==> src/rtl/pwm_pkg.sv <==
// rtl/pwm_pkg.sv - shared duty-scale constants and capture state type for the PWM blocks
package pwm_pkg;

  // Duty code scale shared with the PWM generator: 0 = 0%, full scale = 100%.
  localparam int DUTY_WIDTH      = 8;
  localparam int DUTY_ZERO       = 0;
  localparam int DUTY_FULL_SCALE = (1 << DUTY_WIDTH) - 1;

  function automatic int kmax_value(input int data_width);
    return (1 << data_width) - 1;
  endfunction

  typedef enum logic {
    IDLE    = 1'b0,
    MEASURE = 1'b1
  } cap_state_t;

endpackage

==> src/rtl/pwm_div_seq.sv <==
// rtl/pwm_div_seq.sv - restoring divider, one quotient bit per cycle, MSB first
// Requires num < den * 2^Q_WIDTH; done is asserted combinationally in the last busy cycle.
module pwm_div_seq #(
  parameter int NUM_WIDTH = 24,
  parameter int DEN_WIDTH = 16,
  parameter int Q_WIDTH   = 8
) (
  input  logic                 clk,
  input  logic                 rst,
  input  logic                 start,
  input  logic [NUM_WIDTH-1:0] num,
  input  logic [DEN_WIDTH-1:0] den,
  output logic                 busy,
  output logic                 done,
  output logic [Q_WIDTH-1:0]   quotient
);

  localparam int CW = $clog2(Q_WIDTH + 1);

  logic [NUM_WIDTH-1:0] rem;
  logic [NUM_WIDTH-1:0] dsh;
  logic [NUM_WIDTH-1:0] rem_step;
  logic [Q_WIDTH-2:0]   q;
  logic [CW-1:0]        cnt;
  logic                 take;

  always_comb begin
    take     = (rem >= dsh);
    rem_step = take ? (rem - dsh) : rem;
  end

  assign quotient = {q, take};
  assign done     = busy && (cnt == CW'(1));

  // The divisor starts shifted to the top quotient bit and walks down one bit per cycle.
  always_ff @(posedge clk or posedge rst) begin
    if (rst) begin
      busy <= 1'b0;
      rem  <= '0;
      dsh  <= '0;
      q    <= '0;
      cnt  <= '0;
    end else if (busy) begin
      rem <= rem_step;
      dsh <= dsh >> 1;
      q   <= quotient[Q_WIDTH-2:0];
      cnt <= cnt - CW'(1);
      if (cnt == CW'(1)) begin
        busy <= 1'b0;
      end
    end else if (start) begin
      rem  <= num;
      dsh  <= NUM_WIDTH'(den) << (Q_WIDTH - 1);
      q    <= '0;
      cnt  <= CW'(Q_WIDTH);
      busy <= 1'b1;
    end
  end

endmodule

==> src/rtl/pwm_capture.sv <==
// rtl/pwm_capture.sv - measures period, high time and duty code of an incoming PWM waveform
// Optional PWM_CAPTURE_FILTER_EN inserts a 3-sample majority filter after the synchronizer.
module pwm_capture
  import pwm_pkg::*;
#(
  parameter int DATA_WIDTH = DUTY_WIDTH,
  parameter int CNT_WIDTH  = 16,
  parameter int TIMEOUT    = 50000
) (
  input  logic                  clk,
  input  logic                  rst,
  input  logic                  pwm_in,
  output logic [CNT_WIDTH-1:0]  period_out,
  output logic [CNT_WIDTH-1:0]  high_out,
  output logic                  meas_valid,
  output logic [DATA_WIDTH-1:0] duty_out,
  output logic                  duty_valid,
  output logic                  stuck,
  output logic                  overrun
);

  localparam int                    KMAX          = kmax_value(DATA_WIDTH);
  localparam int                    NUM_WIDTH     = CNT_WIDTH + DATA_WIDTH;
  localparam logic [CNT_WIDTH-1:0]  CNT_MAX       = '1;
  localparam logic [CNT_WIDTH-1:0]  TIMEOUT_CNT   = CNT_WIDTH'(TIMEOUT);
  localparam logic [DATA_WIDTH-1:0] DUTY_MAX_CODE = DATA_WIDTH'(KMAX);

  cap_state_t state;
  cap_state_t state_next;

  logic                  sync1;
  logic                  sync2;
  logic                  s;
  logic                  s_d;
  logic                  rise;
  logic [CNT_WIDTH-1:0]  period_cnt;
  logic [CNT_WIDTH-1:0]  high_cnt;
  logic [CNT_WIDTH-1:0]  period_meas;
  logic                  do_restart;
  logic                  do_capture;
  logic                  do_timeout;
  logic                  div_start;
  logic                  div_busy;
  logic                  div_done;
  logic [DATA_WIDTH-1:0] div_q;
  logic [NUM_WIDTH-1:0]  div_num;

  always_ff @(posedge clk or posedge rst) begin
    if (rst) begin
      sync1 <= 1'b0;
      sync2 <= 1'b0;
    end else begin
      sync1 <= pwm_in;
      sync2 <= sync1;
    end
  end

`ifdef PWM_CAPTURE_FILTER_EN
  logic [1:0] hist;

  always_ff @(posedge clk or posedge rst) begin
    if (rst) begin
      hist <= '0;
    end else begin
      hist <= {hist[0], sync2};
    end
  end

  assign s = (sync2 & hist[0]) | (sync2 & hist[1]) | (hist[0] & hist[1]);
`else
  assign s = sync2;
`endif

  always_ff @(posedge clk or posedge rst) begin
    if (rst) begin
      s_d <= 1'b0;
    end else begin
      s_d <= s;
    end
  end

  assign rise        = s & ~s_d;
  assign period_meas = (period_cnt == CNT_MAX) ? CNT_MAX : period_cnt + CNT_WIDTH'(1);
  assign div_num     = NUM_WIDTH'(high_cnt) * NUM_WIDTH'(KMAX);
  assign div_start   = do_capture & ~div_busy;

  always_ff @(posedge clk or posedge rst) begin
    if (rst) begin
      state <= IDLE;
    end else begin
      state <= state_next;
    end
  end

  // A rise always beats the timeout compare in the same cycle.
  always_comb begin
    state_next = state;
    do_restart = 1'b0;
    do_capture = 1'b0;
    do_timeout = 1'b0;
    case (state)
      IDLE: begin
        if (rise) begin
          do_restart = 1'b1;
          state_next = MEASURE;
        end
      end
      MEASURE: begin
        if (rise) begin
          do_restart = 1'b1;
          do_capture = 1'b1;
        end else if (period_cnt == TIMEOUT_CNT) begin
          do_timeout = 1'b1;
          state_next = IDLE;
        end
      end
      default: state_next = IDLE;
    endcase
  end

  always_ff @(posedge clk or posedge rst) begin
    if (rst) begin
      period_cnt <= '0;
      high_cnt   <= '0;
      period_out <= '0;
      high_out   <= '0;
      meas_valid <= 1'b0;
      duty_out   <= '0;
      duty_valid <= 1'b0;
      stuck      <= 1'b0;
      overrun    <= 1'b0;
    end else begin
      meas_valid <= 1'b0;
      duty_valid <= 1'b0;
      overrun    <= 1'b0;

      if (do_restart) begin
        period_cnt <= '0;
        high_cnt   <= CNT_WIDTH'(1);
      end else if (state == MEASURE) begin
        if (period_cnt != CNT_MAX) begin
          period_cnt <= period_cnt + CNT_WIDTH'(1);
        end
        if (s && (high_cnt != CNT_MAX)) begin
          high_cnt <= high_cnt + CNT_WIDTH'(1);
        end
      end

      if (do_capture) begin
        period_out <= period_meas;
        high_out   <= high_cnt;
        meas_valid <= 1'b1;
        stuck      <= 1'b0;
        overrun    <= div_busy;
      end

      // Timeout owns duty_out even if a division finishes in the same cycle.
      if (do_timeout) begin
        period_out <= '0;
        high_out   <= '0;
        meas_valid <= 1'b1;
        stuck      <= 1'b1;
        duty_out   <= s ? DUTY_MAX_CODE : '0;
        duty_valid <= 1'b1;
      end else if (div_done) begin
        duty_out   <= div_q;
        duty_valid <= 1'b1;
      end
    end
  end

  pwm_div_seq #(
    .NUM_WIDTH (NUM_WIDTH),
    .DEN_WIDTH (CNT_WIDTH),
    .Q_WIDTH   (DATA_WIDTH)
  ) u_div (
    .clk      (clk),
    .rst      (rst),
    .start    (div_start),
    .num      (div_num),
    .den      (period_meas),
    .busy     (div_busy),
    .done     (div_done),
    .quotient (div_q)
  );

endmodule
==> config.mk <==
export PLATFORM = sky130hd
export DESIGN_NAME = pwm_capture
export DESIGN_NICKNAME = d
export VERILOG_FILES = /design/src/rtl/pwm_pkg.sv /design/src/rtl/pwm_div_seq.sv /design/src/rtl/pwm_capture.sv
export SDC_FILE = /design/constraint.sdc
export NUM_CORES = 1
export LEC_CHECK = 0
export ABC_AREA = 1
export CAP_MARGIN = 0
export CORE_MARGIN = 5
export CORE_UTILIZATION = 53
export CTS_CLUSTER_DIAMETER = 30
export DETAILED_ROUTE_END_ITERATION = 10
export GPL_TIMING_DRIVEN = 0
export PLACE_DENSITY = 0.71
export SETUP_SLACK_MARGIN = 0.02
export SLEW_MARGIN = 5
export SYNTH_ARGS = -nofsm -noshare
export SYNTH_HDL_FRONTEND = slang
export SYNTH_HIERARCHICAL = 1
export SYNTH_SLANG_ARGS = --single-unit
==> constraint.sdc <==
create_clock -name clk -period 6.7 [get_ports clk]
set_clock_uncertainty 0.1 [all_clocks]
set_input_delay 1.34 -clock clk [delete_from_list [all_inputs] [get_ports clk]]
set_output_delay 1.34 -clock clk [all_outputs]
set_load 0.05 [all_outputs]
==> flow_summary.yaml, run 1 <==
run_status:
  status: "complete, no violations"
setup_path:
  required_ns: 6.91
  cp-endpoint: "u_div/rem[19]"
  worst_setup_path_start_kind: "flip-flop"
  cp_cell_sequence: "inv_1 -> fa_1 -> inv_1 -> fa_1 -> fa_1 -> inv_1 -> fa_1 -> inv_1 -> ha_1 -> nand2_1 -> inv_1 -> a21oi_1 -> nand2_1 -> nand3_1 -> nand2_1 -> nand2_1 -> nand2_1 -> or2_2 -> nand3_1 -> nand2_1"
  cp_top_family: "adder cells"
  cp_max_fo: 7
  crit_arrival_ns: 5.23
  path_class: "flip-flop to flip-flop"
  rr_endpoint: "u_div/rem[19]"
  r2r_cells: 20
  worst-path-buf-inv: 5
  worst-path-stages: 20
  worstSetupStartpoint: "high_cnt[8]"
  reg2reg_slack_ns: 1.68
  slowest_delay_ns: 0.60
  worstSetupEndpointType: "flip-flop"
  path_common_cell: "nand2_1"
  worstReg2RegStart: "high_cnt[8]"
  slowest_stage: "fa_1"
clock_network:
  numCtsBuffers: 17
  cts_max_level: 4
  cts_sinks: 139
  post-cts-setup-buffers: 0
  cts_root_buffer: "clkbuf_16"
  clock_latency_ns: 0.43
  hold_buffers: 0
  cts_tree: "yes"
  cts-resized-gates: 0
  clkTransAtPathRegs_ns: 0.07
  clockBufferDepth: 2
synth:
  synth_cell_types: 43
  synth-edff-count: 0
  synth_cells: 1677
  synth_top_area_share_pct: 29.0
  syn-cell-area_um2: 12000
  yosysSeqAreaShare_pct: 29.0
  yosysWarningCount: 6
  netlist_top_cells_count: "nand2_1, inv_1, dfrtp_1, nand3_1, nor2_1"
  synth_top_family_by_area: "simple AND/OR/NAND/NOR gates"
  synth.most_common_cell: "nand2_1"
  synth_compound_area_share_pct: 6.37
  yosysTopAreaCell: "dfrtp_1"
  syn_avg_cell_area_um2: 7.16
  ys_ff_latch: 139
  synthAdderAreaFrac_pct: 20.4
  synthFlopType: "dfrtp_1"
  synth.net_count: 1833
  synth.area.top_cells: "dfrtp_1, nand2_1, fa_1"
  synth_simple_gate_area_share_pct: 30.2
  synthXorXnorAreaFrac_pct: 2.12
  synth_mux_area_share_pct: 0
  async_reset_ff_share_pct: 100
route:
  totalWireLength_um: 31200
  first_iter_violations: 890
  wl_per_cell_um: 15.3
  antenna_left: 0
  drtPass1Iterations: 5
  dr_total_vias: 10700
  via_per_inst: 5.24
  drc: 0
cells_and_area:
  nets: 1900
  drive_above_1_share_pct: 4.95
  synthToLayoutAreaGrowth_pct: 12.1
  diodes: 0
floorplan:
  rows: 55
  die_y_um: 160
  fp.coreArea_um2: 22500
  start_util_pct: 53.3
  die_area_um2: 25800
  die_w_um: 160
  ios: 47
placed_design:
  io_buffer_count: 46
  pre_cts_slack_ns: 1.70
  place.detailed.hpwl_um: 25200
  gp_congestion: 0.976
global_routing:
  grt_util_met3_pct: 2.98
  antenna_found_initial: 0
  grt_max_degree: 52
  use_met1_pct: 33.2
  grt_pass1_wl_um: 51800
  gr-usage-met2_pct: 42.3
  grt_pass1_vias: 10300
  grt_use_total_pct: 24.8
  top_usage_layer: "met2"
  grt.overflow.total: 0
sta:
  fmax_ghz: 0.199
  min_period_ns: 5.02
  setup_viol_count_final: 0
  fin_ws_ns: 1.68
  tightest_slew_ns: 0.633
  hold_viol: 0
  finalSetupTns_ns: 0
  max_slew_margin_pct: 57.8
  finalCritPeriodShare_pct: 74.9
  rsz0062_at_grt: "false"
  drv_slew: 0
hold_path:
  holdCritPathClass: "flip-flop to flip-flop"
power_and_ir_drop:
  power.density_nw_per_um2: 410
  cellLeakagePower_uw: 0.00753
  vdd_drop_max_v: 0.000184
run:
  cap_violations: 0
[flip-flops by register name, indices dropped and copies added (netlist names)]
name        cells
duty_out        8
duty_valid      1
state           1
u_div/cnt       4
sync1           1
s_d             1
u_div/busy      1
high_out       16
s               1
u_div/rem      24
meas_valid      1
period_cnt     16
u_div/dsh      23
high_cnt       16
stuck           1
u_div/q         7
overrun         1
period_out     16
[stage by stage]
step	instance area (um2)	hold slack (ns)	util [%]	cells	total power [uW]
4_1_cts	13500	0.281	59.8	2042	5510
5_1_grt	13500	0.286	59.8	2042	6040
2_1_floorplan	12000	0.231	-	1677	3720
3_5_place_dp	12900	0.266	57.2	2010	4540
6_report	13500	0.285	59.8	2042	5510
3_3_place_gp	12800	0.232	57.0	2008	4470
[layout make-up]
class                   instances  area (um2)
flip-flops and latches        139        3480
repair buffers                 48         508
inverters                     334        1260
multi-input cells            1170        7090
well taps                     285         357
clock buffers                  17         425
plain buffers                  34         175
fillers                      2066        9050
clock inverters                15         163
[per-layer routing]
layer	wire (um)	part of all wire (%)
met5	0	0
met4	745	2.4
met3	1590	5.1
met2	15300	49
met1	13600	44
[worst register-to-register path, stage by stage (launching register included)]
cell and delay (ns):
dfrtp_1 0.52, inv_1 0.24, fa_1 0.60, inv_1 0.08
fa_1 0.50, fa_1 0.54, inv_1 0.05, fa_1 0.53
inv_1 0.04, ha_1 0.37, nand2_1 0.16, inv_1 0.07
a21oi_1 0.15, nand2_1 0.13, nand3_1 0.11, nand2_1 0.06
nand2_1 0.05, nand2_1 0.10, or2_2 0.30, nand3_1 0.14
nand2_1 0.07
[cell families (layout without fill, tap and decap cells)]
kind of cell	Yosys count	count (layout)
simple gates	860	860
buf+inv	368	448
fa+ha+maj	153	153
flops	139	139
compound gates	128	128
xor+xnor	29	29
[where the power goes]
| part | switching (uW) | total [uW] | internal (uW) |
|---|---|---|---|
| clock network | 421 | 947 | 527 |
| logic | 2260 | 3420 | 1160 |
| registers | 122 | 1150 | 1030 |
| total | 2800 | 5510 | 2720 |
[cell usage in the layout, fill, tap and decap left out, types with 3 or more instances in the layout]
cell             count
xor2_1              25
ha_1                82
nand3_2              4
and2_1               4
nand3_1            131
o221ai_1            15
a21oi_1             27
buf_2                5
nand4_1             13
clkinvlp_4           3
o21ai_2              5
buf_1                6
nor2_2               5
nor3_1               7
clkdlybuf4s50_1     46
clkbuf_1            16
xnor2_1              4
inv_8                4
nand3b_1             7
clkinv_4             3
dfrtp_1            139
fa_1                71
clkbuf_16           17
inv_2                8
nand2_1            574
o21ai_1             36
o21bai_1             5
o21ai_0             22
nor2_1              98
buf_4                4
nand2_2              7
inv_1              324
o22ai_1             12
[worst min path at each step]
stage,cells past startpoint,startpoint,to,slack [ns]
floorplan,0,sync1,s,0.23
global placement,0,sync1,s,0.23
detailed placement,0,sync1,s,0.27
CTS,0,sync1,s,0.28
global route,0,sync1,s,0.29
finish,0,sync1,s,0.29
No activity file was read; power rests on OpenSTA's default activity.
==> run 2, diff against run 1 <==
==> constraint.sdc (replaced) <==
create_clock -name clk -period 4.76 [get_ports clk]
set_clock_uncertainty 0.1 [all_clocks]
set_input_delay 0.952 -clock clk [delete_from_list [all_inputs] [get_ports clk]]
set_output_delay 0.952 -clock clk [all_outputs]
set_load 0.05 [all_outputs]
==> run 2 against run 1 <==
Net effect: core utilization is 1.9 points higher; power increased by 44%; sequential power up 41%; register-to-register slack lost 1.5 ns; worst hold slack worse by 0.0024 ns; clock power is 40% higher; flip-flop and latch count is the same; setup slack worse by 1.5 ns; global-route usage is 0.16 points higher; via count is 1.3% higher; count of clock-buffer cells in the layout unchanged; first-iteration DRC count down 0.11%.
==> flow_summary.yaml, run 2 (same netlist as run 1, synthesis figures left out) <==
floorplan:
  start_util_pct: 53.3
  ios: 47
  fp.coreArea_um2: 22500
  die_w_um: 160
  die_y_um: 160
  die_area_um2: 25800
  rows: 55
power_and_ir_drop:
  power.density_nw_per_um2: 573
  p_sw_uw: 4040
  cellLeakagePower_uw: 0.00765
  clockPowerShare_pct: 16.7
  power.internal_uw: 3930
  switching_share_pct: 50.7
  combPwrFrac_pct: 62.9
  seqPwrFrac_pct: 20.4
  power_uw: 7970
  vdd_drop_max_v: 0.000272
setup_path:
  worstReg2RegStart: "high_cnt[4]"
  cp_max_fo: 4
  reg2reg_slack_ns: 0.18
  r2r_cells: 20
  path_class: "flip-flop to flip-flop"
  worstSetupEndpointType: "flip-flop"
  required_ns: 4.98
  crit_arrival_ns: 4.80
  rr_endpoint: "u_div/rem[17]"
  worst_setup_path_start_kind: "flip-flop"
hold_path:
  min_from: "sync1"
  holdPathStages: 0
  min_to: "s"
  holdCritPathClass: "flip-flop to flip-flop"
route:
  drc: 0
  drtPass1Iterations: 6
  totalWireLength_um: 31900
  antenna_left: 0
  via_per_inst: 5.25
  first_iter_violations: 889
  wl_per_cell_um: 15.4
  dr_total_vias: 10900
global_routing:
  grt_use_total_pct: 25.0
  grt_pass1_vias: 10400
  grt.overflow.total: 0
  grt_max_degree: 52
  antenna_found_initial: 0
  grt_pass1_wl_um: 52200
cells_and_area:
  top_regs: "u_div/rem: 24 flops, u_div/dsh: 23 flops"
  largest_reg_flops: 24
  layout.cells.non_filler: 2067
  synthToLayoutAreaGrowth_pct: 15.7
  drive_above_1_share_pct: 10.1
  final_cell_mix: "nand2_1, inv_1, nand3_1, dfrtp_1, nor2_1"
  top_register: "u_div/rem"
  diodes: 0
  nets: 1925
  final_common_cell: "nand2_1"
sta:
  min_period_ns: 4.58
  tightest_slew_ns: 0.625
  max_slew_margin_pct: 58.3
  hold_viol: 0
  setup_viol_count_final: 0
  rsz0062_at_grt: "true"
  fmax_ghz: 0.218
  drv_slew: 0
  finalCritPeriodShare_pct: 96.1
placed_design:
  io_buffer_count: 46
  place.detailed.hpwl_um: 25200
  gp_congestion: 0.976
  dp.cells: 2010
run_status:
  status: "complete, no violations"
clock_network:
  clock_latency_ns: 0.43
  cts_tree: "yes"
  hold_buffers: 0
  cts_sinks: 139
  clockBufferDepth: 2
  clkTransAtPathRegs_ns: 0.07
  numCtsBuffers: 17
  cts_root_buffer: "clkbuf_16"
  cts_max_level: 4
run:
  cap_violations: 0
[run 2: changes by cell type in the layout (fill, tap and decap cells not counted), sizes merged]
cell	previous run	this run
buf	20	45
clkinvlp	3	7
inv	339	335
[run 2: stage by stage]
step | area (um2) | TNS, ns | worst slack (ns) | hold WS (ns) | util (%)
detailed placement | 12900 | -0.690 | -0.244 | 0.266 | 57.2
global placement | 12800 | -0.523 | -0.190 | 0.232 | 57.0
CTS | 13600 | 0 | 0.0109 | 0.281 | 60.3
global route | 13900 | -0.118 | -0.0577 | 0.286 | 61.7
floorplan | 12000 | 0 | 0.343 | 0.231 | -
finish | 13900 | 0 | 0.183 | 0.283 | 61.7
[run 2: worst max-delay path by stage]
stage / startpoint / to / slack (ns) / cells past startpoint
after floorplan: high_cnt[6] / u_div/rem[17] / 0.34 / 20
after global placement: high_cnt[7] / u_div/rem[19] / -0.19 / 19
after detailed placement: high_cnt[7] / u_div/rem[19] / -0.24 / 20
after CTS: high_cnt[8] / u_div/rem[19] / 0.01 / 20
after global routing: high_cnt[4] / u_div/rem[17] / -0.06 / 21
final: high_cnt[4] / u_div/rem[17] / 0.18 / 20
[run 2: cell type report]
class | instances | area [um2]
plain buffers | 34 | 175
clock buffers | 17 | 425
clock inverters | 15 | 163
fillers | 1993 | 8610
inverters | 334 | 1270
multi-input cells | 1170 | 7310
flip-flops and latches | 139 | 3490
well taps | 285 | 357
repair buffers | 73 | 696
[run 2: power groups by stage]
| stage | Sequential (uW) | Clock [uW] | Combinational [uW] |
|---|---|---|---|
| after floorplan | 1800 | 0 | 3440 |
| after global placement | 1630 | 0 | 4660 |
| after detailed placement | 1640 | 0 | 4750 |
| after CTS | 1620 | 1340 | 4840 |
| after global routing | 1650 | 1400 | 5640 |
| final | 1620 | 1330 | 5010 |
[run 2: worst max-delay path, stage by stage, from the launching register on]
cell,delay (ns)
dfrtp_2,0.42
clkinvlp_4,0.16
fa_1,0.52
inv_1,0.08
fa_1,0.51
fa_1,0.55
inv_1,0.06
fa_1,0.52
inv_1,0.04
ha_1,0.35
nand2_2,0.12
inv_1,0.04
nand2_1,0.06
nand2_1,0.08
o21ai_1,0.19
nand2_1,0.07
nand2_1,0.07
nand2_2,0.07
or2_2,0.29
nand3_2,0.10
nand2_1,0.05
[run 2: repair_timing]
action / in CTS / in global routing
resized for setup: 18 / 58
pin swaps: 2 / 18
buffers inserted: 8 / 17
setup endpoints to repair: 8 / 12
[run 2: routing by layer]
layer | wire length, um | GRT usage (%) | up-vias | part of all wire, %
li1 | - | - | 5327 | -
met1 | 13900 | 33.3 | 5161 | 44
met2 | 15800 | 42.6 | 308 | 50
met3 | 1470 | 3.03 | 54 | 4.6
met4 | 719 | 7.94 | 0 | 2.3
met5 | 0 | 0 | - | 0
==> edit (settings of run 1) <==
The parameter `TIMEOUT` goes from 50000 to 32768.
--- a/src/rtl/pwm_capture.sv
+++ b/src/rtl/pwm_capture.sv
@@ -5,7 +5,7 @@
 #(
   parameter int DATA_WIDTH = DUTY_WIDTH,
   parameter int CNT_WIDTH  = 16,
-  parameter int TIMEOUT    = 50000
+  parameter int TIMEOUT    = 32768
 ) (
   input  logic                  clk,
   input  logic                  rst,
Check against the original RTL: no difference found for any inputs over 10 cycles, from zero or initial values and one cycle with rst high; that may be too few to reach the edited logic, so the function may still have changed.
==> edit against run 1 <==
- wire length rose by 2.5%
- total power increased by 1.1%
- setup slack better by 0.022 ns
- non-clock buffer count is 4 higher
- via count increased by 1.8%
- cell area grew 0.42%
- sequential cell count did not move
- synthesized area increased by 0.69%
- final cell count rose by 1.6%
- largest cell class unchanged
- largest power group unchanged
==> edit: results (changes against run 1) <==
first-pass GRT wire length 52800 µm (was 51800 µm); gr usage total 25.2% (was 24.8%); Comb power frac 62.6% (was 61.9%); setup repair bufs after CTS 0 (unchanged); routed via count 10900 (was 10700); Reg2Reg Depth 21 (was 20); power share of the clock group 16.7% (was 17.2%); Commonest cells post-synth nand2_1 (575), inv_1 (339), nand3_1 (157) (was nand2_1 (574), inv_1 (326), dfrtp_1 (139)); Initial DRC Count 781 (was 890); max incr delay on CP 0.56 ns (was 0.60 ns); drt wl/cell 15.4 µm (was 15.3 µm); DRT Pass-1 Iters 7 (was 5); worst min path class flop to flop (unchanged); Peak VDD IR 265 µV (was 184 µV); pre-CTS setup slack 1.75 ns (was 1.70 ns); largest net degree at the start of global routing 46 (was 52); net switching power 2.87 mW (was 2.80 mW); Slew HR 58.0% (was 57.8%); status finished, final reports clean (unchanged); GPL Wtd Cong 0.933 (was 0.976); vias in the first global route 10400 (was 10300); maximum fanout along the worst path 6 (was 7); nets 1932 (was 1900); internal power 2.71 mW (was 2.72 mW); Final HPWL DP 25700 µm (was 25200 µm); leakage power 7.62 nW (was 7.53 nW)
## edit: cell type report
class,count,area [µm²]
Buffer,38,201
Clock buffer,18,439
Clock inverter,14,123
Fill cell,2142,9060
Inverter,345,1300
Multi-Input combinational cell,1187,7110
Sequential cell,139,3480
Tap cell,285,357
Timing Repair Buffer,48,508
## edit: logic make-up (layout without fill, tap and decap cells)
logic type,Yosys count,count (layout),synth area share (%)
flip-flops,139,139,28.8
adder cells (fa/ha/maj),153,153,20.3
AND/OR/NAND/NOR,892,892,31.1
AO/OA/AOI/OAI,116,116,5.56
XOR/XNOR,26,26,1.88
buffers and inverters,383,463,12.4
## edit: path summary, 6_finish.rpt
kind	start	to	slack, ns
max	high_cnt[7]	u_div/rem[19]	1.70
min	sync1	s	0.26
max reg2reg	high_cnt[7]	u_div/rem[19]	1.70
min reg2reg	sync1	s	0.26
max in group asynchronous	rst	u_div/rem[2]	4.62
min in group asynchronous	rst	overrun	1.22
## edit: stage by stage
stage / instance area (µm²) / utilization, % / hold WS [ns] / instances
2_1_floorplan: 12100 / - / 0.231 / 1709
3_3_place_gp: 12900 / 57.2 / 0.232 / 2040
3_5_place_dp: 13000 / 57.4 / 0.246 / 2042
4_1_cts: 13500 / 59.9 / 0.263 / 2074
5_1_grt: 13500 / 59.9 / 0.273 / 2074
6_report: 13500 / 59.9 / 0.263 / 2074
## edit: worst max-delay path, delay by kind of cell (launching register included)
kind                       cells  cell delay, ns
and+or+nand+nor               11            1.26
buffers and inverters          5            0.47
adders and majority gates      5            2.55
DFF                            1            0.52
## edit: metal layers
metal | global-route usage (%) | wire [µm]
met5 | 0 | 0
met4 | 7.17 | 753
met3 | 3.34 | 1490
met2 | 42.5 | 15500
met1 | 34.2 | 14300
